## src/rtl/results_loader_pkg.sv

```systemverilog
// Shared constants for the results stream loader: ASCII separators, FSM
// encoding and the result word width used by the summing solver.
package results_loader_pkg;

  localparam int unsigned WORD_W   = 64;
  localparam int unsigned NIBBLE_W = 4;
  localparam int unsigned DIGIT_W  = 5;
  localparam int unsigned MAX_DIGITS = WORD_W / NIBBLE_W;

  localparam logic [7:0] ASCII_LF    = 8'h0A;
  localparam logic [7:0] ASCII_CR    = 8'h0D;
  localparam logic [7:0] ASCII_SPACE = 8'h20;

  typedef enum logic [1:0] {
    S_RUN   = 2'd0,
    S_DONE  = 2'd1,
    S_ERROR = 2'd2
  } state_t;

endpackage

```

## src/rtl/results_loader_hex_char_decode.sv

```systemverilog
// Combinational ASCII classifier: hex digit value plus hex/separator flags.
module hex_char_decode
  import results_loader_pkg::*;
(
  input  logic [7:0] data,
  output logic [3:0] nibble,
  output logic       is_hex,
  output logic       is_sep
);

  always_comb begin
    nibble = 4'd0;
    is_hex = 1'b0;
    is_sep = 1'b0;
    if (data >= 8'h30 && data <= 8'h39) begin
      nibble = 4'(data - 8'h30);
      is_hex = 1'b1;
    end else if (data >= 8'h61 && data <= 8'h66) begin
      nibble = 4'(data - 8'h57);
      is_hex = 1'b1;
    end else if (data >= 8'h41 && data <= 8'h46) begin
      nibble = 4'(data - 8'h37);
      is_hex = 1'b1;
    end else if (data == ASCII_LF || data == ASCII_CR || data == ASCII_SPACE) begin
      is_sep = 1'b1;
    end
  end

endmodule

```

## src/rtl/results_loader.sv

```systemverilog
// Parses an ASCII hex results stream (one 64-bit word per line) and writes
// each word to an external results RAM, flagging malformed or oversized input.
module results_loader
  import results_loader_pkg::*;
#(
  parameter int unsigned ENTRY_COUNT = 468,
  parameter int unsigned ADDR_W      = 10
) (
  input  logic              clk,
  input  logic              rst,
  input  logic              in_valid,
  input  logic [7:0]        in_data,
  input  logic              in_last,
  output logic              in_ready,
  output logic              wr_en,
  output logic [ADDR_W-1:0] wr_addr,
  output logic [WORD_W-1:0] wr_data,
  output logic [ADDR_W-1:0] entry_count,
  output logic              done,
  output logic              error
);

  state_t               state;
  logic [WORD_W-1:0]    acc;
  logic [DIGIT_W-1:0]   digit_cnt;

  logic [3:0]           nibble;
  logic                 is_hex;
  logic                 is_sep;

  logic [WORD_W-1:0]    acc_next;
  logic [DIGIT_W-1:0]   digit_cnt_next;
  logic                 bad_byte;
  logic                 terminate;
  logic                 overflow;
  logic                 accept;

  hex_char_decode u_decode (
    .data   (in_data),
    .nibble (nibble),
    .is_hex (is_hex),
    .is_sep (is_sep)
  );

  assign accept = in_valid && (state == S_RUN);

  // Effect of the current byte; in_last closes any pending word like a separator.
  always_comb begin
    acc_next       = acc;
    digit_cnt_next = digit_cnt;
    bad_byte       = 1'b0;
    if (is_hex) begin
      if (digit_cnt == DIGIT_W'(MAX_DIGITS)) begin
        bad_byte = 1'b1;
      end else begin
        acc_next       = {acc[WORD_W-NIBBLE_W-1:0], nibble};
        digit_cnt_next = digit_cnt + DIGIT_W'(1);
      end
    end else if (!is_sep) begin
      bad_byte = 1'b1;
    end
    terminate = !bad_byte && (digit_cnt_next != '0) && (is_sep || in_last);
    overflow  = terminate && (32'(entry_count) >= ENTRY_COUNT);
  end

  always_ff @(posedge clk) begin
    if (rst) begin
      state       <= S_RUN;
      in_ready    <= 1'b1;
      wr_en       <= 1'b0;
      wr_addr     <= '0;
      wr_data     <= '0;
      entry_count <= '0;
      done        <= 1'b0;
      error       <= 1'b0;
      acc         <= '0;
      digit_cnt   <= '0;
    end else begin
      wr_en <= 1'b0;
      if (accept) begin
        if (bad_byte || overflow) begin
          state    <= S_ERROR;
          in_ready <= 1'b0;
          error    <= 1'b1;
        end else begin
          if (terminate) begin
            wr_en       <= 1'b1;
            wr_addr     <= entry_count;
            wr_data     <= acc_next;
            entry_count <= entry_count + ADDR_W'(1);
            acc         <= '0;
            digit_cnt   <= '0;
          end else begin
            acc       <= acc_next;
            digit_cnt <= digit_cnt_next;
          end
          if (in_last) begin
            state    <= S_DONE;
            in_ready <= 1'b0;
            done     <= 1'b1;
          end
        end
      end
    end
  end

endmodule
```

## config.mk

```make
export PLATFORM = sky130hd
export DESIGN_NAME = results_loader
export DESIGN_NICKNAME = d
export VERILOG_FILES = /design/src/rtl/results_loader_pkg.sv /design/src/rtl/results_loader_hex_char_decode.sv /design/src/rtl/results_loader.sv
export SDC_FILE = /design/constraint.sdc
export NUM_CORES = 1
export LEC_CHECK = 0
export ABC_AREA = 1
export CAP_MARGIN = 20
export CORE_UTILIZATION = 50
export DETAILED_ROUTE_END_ITERATION = 10
export PLACE_DENSITY = 0.73
export SYNTH_ARGS = -nofsm -noshare
export SYNTH_HDL_FRONTEND = slang
export SYNTH_SLANG_ARGS = --single-unit
export TNS_END_PERCENT = 10
```

## constraint.sdc

```tcl
create_clock -name clk -period 4.24 [get_ports clk]
set_clock_uncertainty 0.1 [all_clocks]
set_input_delay 0.636 -clock clk [delete_from_list [all_inputs] [get_ports clk]]
set_output_delay 0.636 -clock clk [all_outputs]
set_load 0.02 [all_outputs]
```

==> results of run 1 <==
[layout make-up]
class	instances	area share, %
Clock buffer	21	5.03
Clock inverter	11	1.98
Inverter	158	6.35
Multi-Input combinational cell	812	37.9
Sequential cell	159	34.0
Tap cell	188	2.51
Timing Repair Buffer	112	12.2
[worst reg2reg max path: cells and delay by family, from the launching register on]
family                   cells  cell delay [ns]
buffers and inverters        3             0.21
flip-flops                   1             0.37
adder cells (fa/ha/maj)      1             0.20
AND/OR/NAND/NOR             13             1.67
[metal layers]
metal / vias to the layer above / part of all wire (%) / global-route usage (%) / wire length [um]
met5: - / 0 / 0 / 0
met4: 0 / 1.5 / 8.08 / 247
met3: 16 / 4.2 / 4.89 / 712
met2: 136 / 48 / 37.2 / 8100
met1: 3178 / 46 / 28.1 / 7760
li1: 3739 / - / - / -
[flip-flops by register name (all words and copies together) (netlist names)]
register / cells
wr_addr: 10
state: 2
acc: 64
in_ready: 1
digit_cnt: 5
wr_data: 64
wr_en: 1
entry_count: 10
done: 1
error: 1
[power by group through the flow]
stage | Combinational (mW) | Sequential [mW] | Clock, mW
6_report | 0.269 | 1.53 | 1.68
5_1_grt | 0.313 | 1.53 | 1.78
4_1_cts | 0.270 | 1.53 | 1.71
3_5_place_dp | 0.267 | 1.57 | 0
3_3_place_gp | 0.263 | 1.57 | 0
2_1_floorplan | 0.208 | 1.56 | 0
[Yosys cell counts (all sizes together)]
library cell	number	share of area [%]
dfxtp	159	41
ha	8	1.3
buf	35	3.4
a21oi	19	1.2
o22ai	2	0.16
xnor2	5	0.57
nor2	270	13
inv	158	7.7
xor2	7	0.80
nand2	322	16
nand3	28	2.2
nand3b	6	0.63
clkbuf	32	1.6
nor3	1	0.065
o21ai	136	9.0
nand4	7	0.76
o211ai	1	0.097
[path summary, 6_finish.rpt]
kind            endpoint  slack [ns]
max reg2reg   wr_addr[3]        1.63
min           wr_addr[8]        0.35
min reg2reg   wr_addr[8]        0.35
max          wr_data[41]        1.08
[cell families (layout without fill, tap and decap cells)]
group | after synthesis | in the layout | synth area share [%]
simple gates | 634 | 634 | 32.9
flops | 159 | 159 | 41.3
xor+xnor | 12 | 12 | 1.36
buf+inv | 225 | 302 | 12.7
compound gates | 158 | 158 | 10.5
fa+ha+maj | 8 | 8 | 1.30
==> results.toml, run 1 <==
[finish]
drive_gt1_share_pct = 4.87
register_area_um2 = 3180
areaGrowthSynthToFinish_pct = 21.4
diodes = 0
fin_util_pct = 61.8
final_area_um2 = 9360
final_cell_mix = "nand2_1 (318), nor2_1 (268), dfxtp_1 (159), inv_1 (153), o21ai_0 (121)"
final_cell_count_no_fill = 1461
fill_cells = 1398
layout_commonest_cell = "nand2_1"
multi_input_comb_area_um2 = 3550
layout.nets = 1280

[critical_path]
cp-startpoint = "in_data[0]"
reg2reg_depth = 17
cp.depth = 14
end_kind = "flip-flop"
critPathMaxFanout = 27
critPathArrivalTime_ns = 3.37
cp.required_ns = 4.45
crit_buf_inv = 3
path_class = "input pin to flip-flop"
startpoint_type = "input pin"
cp_top_family = "simple AND/OR/NAND/NOR gates"
rr_startpoint = "digit_cnt[0]"
slowest_delay_ns = 0.53
crit_slowest_cell = "clkdlybuf4s50_1"
worstPathCellList = "clkdlybuf4s50_1 -> inv_1 -> ha_1 -> nand3b_1 -> nand3_2 -> nand2_4 -> nand2_4 -> o21ai_4 -> nand4_4 -> nor2_4 -> buf_4 -> nand2_1 -> nand2_1 -> nor2_1"

[yosys]
syn_inst = 1196
ys_warn_count = 0
synth.avg_cell_area_um2 = 6.44
synth_seq_cells = 159
synthDistinctLibCells = 30
syn_nets = 1216
yosysSeqAreaShare_pct = 41.3
netlist_area_um2 = 7710

[placement]
dp_hpwl_um = 10900
portBuffers = 99
placed_area_um2 = 8700
placedCellCount = 1429
place_ws_ns = 0.654
gp_congestion = 0.845

[floorplan]
core_um2 = 15100
num_io_pins = 100
dieArea_um2 = 15900
die_h_um = 126
fp.dieW_um = 126
initial_core_util_pct = 50.9
rows = 45

[pwr]
combPwrFrac_pct = 7.7
switching_share_pct = 22.4
power_mw = 3.48
clkPwrFrac_pct = 48.2
p_sw_mw = 0.779
seq_power_share_pct = 44.0
p_int_mw = 2.70
p_per_area_nw_per_um2 = 372
leakagePower_nw = 4.36
vdd_drop_max_v = 0.000290

[route]
drt_iter0_drc = 483
drc = 0
vias = 7069
first_pass_iters = 5
wirelength_um = 16800
wire_per_inst_um = 11.5
viasPerCell = 4.84
postRouteAntennaNets = 0

[clock_tree]
cts_setup_buffers = 0
cts_resized = 0
ctsHoldBuffers = 0
clock_sinks = 159
cts_htree_levels = 4
clkTransAtPathRegs_ns = 0.06
clock-root-buffer = "clkbuf_16"
cts_buffers = 17
cts_buffer_depth = 2
clock_latency_ns = 0.42
tritoncts = "built"

[grt]
grt_pass1_vias = 6371
grtUsageTotal_pct = 22.2
grt_antenna_before_repair = 0
grt.overflow.total = 0
grt_max_degree = 98
grt_pass1_wl_um = 28900

[hold_path]
hold_class = "flip-flop to flip-flop"
min_from = "wr_addr[8]"
hold-path-cell-count = 2

[timing]
hold_slack_ns = 0.347
slew_viol_final = 0
period_needed_ns = 3.16
setup_viol = 0
slew_headroom_pct = 50.8
worst_slack_ns = 1.08
period_share_pct = 74.6
max_freq_ghz = 0.316
tightest_slew_ns = 0.738
rsz0062_at_grt = "false"
fin_setup_tns_ns = 0
timing.final.hold_violations = 0

[job]
cap_viol_max_count = 0

[run_status]
status = "complete, no violations"
No activity file was read; power rests on OpenSTA's default activity.
==> run 2, diff against run 1 <==
- clock period: 4.24 -> 3.1 ns (I/O delays scaled with it)
==> results.toml, run 2 (synthesis results as in run 1) <==
[finish]
final_area_um2 = 9510
drive_gt1_share_pct = 5.83
top_regs = "acc (64), wr_data (64)"
diodes = 0
layout_commonest_cell = "nand2_1"
final_cell_mix = "nand2_1 (318), nor2_1 (268), dfxtp_1 (159), inv_1 (153), o21ai_0 (121)"
layout.nets = 1297
fin_util_pct = 62.8
fill_cells = 1363
areaGrowthSynthToFinish_pct = 23.4

[placement]
dp_hpwl_um = 10900
gp_congestion = 0.866
placed_area_um2 = 8940
portBuffers = 99

[grt]
grt_antenna_before_repair = 0
grt.overflow.total = 0
grt_pass1_wl_um = 28300
grt_max_degree = 84
grtUsageTotal_pct = 21.7
grt_pass1_vias = 6214

[floorplan]
dieArea_um2 = 15900
fp.dieW_um = 126
num_io_pins = 100
die_h_um = 126
rows = 45
core_um2 = 15100
initial_core_util_pct = 50.9

[clock_tree]
cts_buffer_depth = 2
ctsHoldBuffers = 0
cts_htree_levels = 4
cts_setup_buffers = 0
clkTransAtPathRegs_ns = 0.06
clock-root-buffer = "clkbuf_16"
clock_latency_ns = 0.43
cts_resized = 0
tritoncts = "built"
clock_sinks = 159
cts_buffers = 17

[route]
drc = 0
viasPerCell = 4.80
wire_per_inst_um = 11.3
wirelength_um = 16700
postRouteAntennaNets = 0
drt_iter0_drc = 466
vias = 7073
first_pass_iters = 5

[timing]
period_share_pct = 88.8
max_freq_ghz = 0.363
slew_viol_final = 0
fin_setup_tns_ns = 0
slew_headroom_pct = 54.0
rsz0062_at_grt = "false"
setup_viol = 0
period_needed_ns = 2.75
tightest_slew_ns = 0.689
timing.final.hold_violations = 0

[critical_path]
critPathArrivalTime_ns = 3.02
worstPathCellList = "clkdlybuf4s50_1 -> inv_1 -> ha_1 -> nand2_1 -> nand3_2 -> nand2_4 -> nand2_4 -> nand2_1 -> nand2_1 -> nor2_1 -> nand3_2 -> nand4_4 -> nor2_4 -> nor2_2 -> nand2_1 -> nand2_1"
crit_slowest_cell = "clkdlybuf4s50_1"
end_kind = "flip-flop"
startpoint_type = "input pin"
cp.required_ns = 3.37
path_common_cell = "nand2_1"
slowest_delay_ns = 0.53
path_class = "input pin to flip-flop"
critPathMaxFanout = 14

[pwr]
leakagePower_nw = 4.44
p_per_area_nw_per_um2 = 476
vdd_drop_max_v = 0.000386

[run_status]
status = "complete, no violations"

[hold_path]
hold_class = "flip-flop to flip-flop"

[job]
cap_viol_max_count = 0
-- run 2: cell count changes in the layout (fill, tap and decap cells not counted) --
| cell | change |
|---|---|
| buf_12 | +9 |
| buf_4 | +8 |
| bufinv_16 | -3 |
| clkinv_2 | -2 |
| clkbuf_8 | +1 |
-- run 2: path summary, 6_finish.rpt --
path                                    from         end  slack [ns]  cells past startpoint
worst max-delay path              in_data[0]  wr_addr[3]        0.35                     16
worst min-delay path              wr_addr[7]  wr_addr[7]        0.35                      2
worst max register to register  digit_cnt[0]  wr_addr[3]        0.65                     17
worst min register to register    wr_addr[7]  wr_addr[7]        0.35                      2
-- run 2: through the flow --
step	hold slack, ns	worst slack [ns]	cells	total power, mW
finish	0.348	0.349	1474	4.52
global route	0.372	0.129	1474	4.72
CTS	0.353	0.340	1474	4.56
detailed placement	0.342	-0.0946	1446	2.52
global placement	0.341	0.0677	1446	2.51
floorplan	0.335	0.775	1196	2.42
-- run 2: critical path, delay by kind of cell --
kind          cells  cell delay, ns
simple gates     13            1.73
fa+ha+maj         1            0.21
buf+inv           2            0.61
-- run 2: power breakdown --
part / internal (mW) / total [mW] / switching, mW
clock: 1.25 / 2.05 / 0.797
sequential: 2.08 / 2.10 / 0.0172
combinational: 0.140 / 0.382 / 0.242
-- run 2: area by class of cell --
type	instances	area (um^2)	area share, %
clock buffer	22	484	5.09
clock inverter	6	85.1	0.895
inverter	158	594	6.25
multi-input combinational	812	3550	37.3
sequential	159	3180	33.5
tap	188	235	2.47
timing repair buffer	129	1380	14.5
-- run 2: metal layers --
layer,global-route usage [%],part of all wire [%],up-vias
met5,0,0,-
met3,5.01,4.0,17
met1,27.8,47,3152
met4,6.95,1.1,0
met2,36.2,47,124
li1,-,-,3780
==> run 3, diff against run 2 <==
- DONT_BUFFER_PORTS: not set -> 1
- PLACE_DENSITY: 0.73 -> not set
==> results.toml, run 3 (synthesis results as in run 1) <==
[run_status]
status = "complete, no violations"

[job]
cap_viol_max_count = 0

[floorplan]
die_h_um = 126
core_um2 = 15100
rows = 45
fp.dieW_um = 126
num_io_pins = 100
dieArea_um2 = 15900
initial_core_util_pct = 50.9

[grt]
grt_pass1_vias = 5771
grt_antenna_before_repair = 0
grt.overflow.total = 0
grt_max_degree = 124
grt_pass1_wl_um = 28000
grtUsageTotal_pct = 21.8

[hold_path]
hold_class = "input pin to flip-flop"

[route]
viasPerCell = 4.81
drc = 0
vias = 6551
drt_iter0_drc = 445
wirelength_um = 16500
wire_per_inst_um = 12.1
postRouteAntennaNets = 0
first_pass_iters = 5

[pwr]
p_per_area_nw_per_um2 = 553
p_sw_mw = 1.07
switching_share_pct = 23.0
seq_power_share_pct = 45.2
p_int_mw = 3.58
vdd_drop_max_v = 0.000352
power_mw = 4.65
clkPwrFrac_pct = 47.3
combPwrFrac_pct = 7.5
leakagePower_nw = 4.03

[critical_path]
cp_top_family = "simple AND/OR/NAND/NOR gates"
crit_buf_inv = 5
path_class = "flip-flop to flip-flop"
slowest_delay_ns = 0.34
startpoint_type = "flip-flop"
cp.required_ns = 3.31
path_common_cell = "nand2_1"
crit_slowest_cell = "dfxtp_1"
end_kind = "flip-flop"
critPathArrivalTime_ns = 2.85
critPathMaxFanout = 95
worstPathCellList = "inv_1 -> ha_1 -> nand2_1 -> inv_1 -> nand2_1 -> nand2_1 -> nand2_1 -> nand2_1 -> nand2_1 -> nand2_1 -> inv_2 -> nand3_2 -> nand4_4 -> nor2_4 -> buf_12 -> inv_1 -> nor2_1 -> nor2_1"

[timing]
setup_viol = 0
period_needed_ns = 2.64
rsz0062_at_grt = "false"
fin_setup_tns_ns = 0
slew_headroom_pct = 57.3
slew_viol_final = 0
max_freq_ghz = 0.379
timing.final.hold_violations = 0
tightest_slew_ns = 0.639
period_share_pct = 85.0

[clock_tree]
clock-root-buffer = "clkbuf_16"
cts_htree_levels = 4
tritoncts = "built"
clkTransAtPathRegs_ns = 0.06
cts_buffers = 17
clock_sinks = 159
clock_latency_ns = 0.42
cts_buffer_depth = 2

[placement]
gp_congestion = 0.920
dp_hpwl_um = 10300
portBuffers = 0

[finish]
diodes = 0
top_regs = "acc (64), wr_data (64)"
areaGrowthSynthToFinish_pct = 9.11
final_cell_mix = "nand2_1 (318), nor2_1 (268), dfxtp_1 (159), inv_1 (153), o21ai_0 (121)"
drive_gt1_share_pct = 5.19
layout.nets = 1184
layout_commonest_cell = "nand2_1"
fin_util_pct = 55.5
run 3: path summary, 6_finish.rpt:
path / slack [ns] / cells after the start / from / end
hold / removal: 0.15 / 3 / rst / wr_data[0]
setup / recovery: 0.46 / 18 / digit_cnt[0] / entry_count[0]
setup reg to reg: 0.46 / 18 / digit_cnt[0] / entry_count[0]
hold reg to reg: 0.37 / 2 / state[1] / state[1]
run 3: worst register-to-register path, cell delays in order (launching register included):
cell and delay [ns]:
dfxtp_1 0.34, inv_1 0.14, ha_1 0.16, nand2_1 0.05, inv_1 0.09, nand2_1 0.11
nand2_1 0.08, nand2_1 0.06, nand2_1 0.06, nand2_1 0.07, nand2_1 0.08, inv_2 0.03
nand3_2 0.09, nand4_4 0.15, nor2_4 0.21, buf_12 0.33, inv_1 0.22, nor2_1 0.12
nor2_1 0.05
run 3: area by class of cell:
class                   instances  area [um^2]
flip-flops and latches        159         3180
repair buffers                 16          225
multi-input cells             812         3550
clock inverters                10          163
fillers                      1479         6740
clock buffers                  20          457
inverters                     158          596
well taps                     188          235
run 3: power by group through the flow:
| stage | clock network, mW | registers, mW | logic, mW |
|---|---|---|---|
| 3_3_place_gp | 0 | 2.15 | 0.343 |
| 6_report | 2.20 | 2.10 | 0.348 |
| 4_1_cts | 2.25 | 2.10 | 0.351 |
| 2_1_floorplan | 0 | 2.14 | 0.284 |
| 3_5_place_dp | 0 | 2.15 | 0.342 |
| 5_1_grt | 2.34 | 2.10 | 0.413 |
run 3: per-layer routing:
metal / GRT usage, % / vias to the layer above / wire length, um
li1: - / 3557 / -
met1: 29.2 / 2859 / 7900
met2: 34.7 / 120 / 7710
met3: 4.21 / 15 / 648
met4: 8.08 / 0 / 200
met5: 0 / - / 0
run 3: through the flow:
step                std cells  setup slack (ns)  hold WS, ns  area [um^2]
finish                   1363             0.465        0.148         8410
detailed placement       1331             0.307        0.343         7770
global route             1363             0.166        0.150         8410
floorplan                1196             0.775        0.335         7710
CTS                      1363             0.479        0.134         8410
global placement         1331             0.326        0.341         7770
run 3: timing repair:
item,4_1_cts,5_1_grt
hold buffers,2,0
endpoints found under the hold margin,15,0
buffers inserted,0,0
resized for setup,0,0
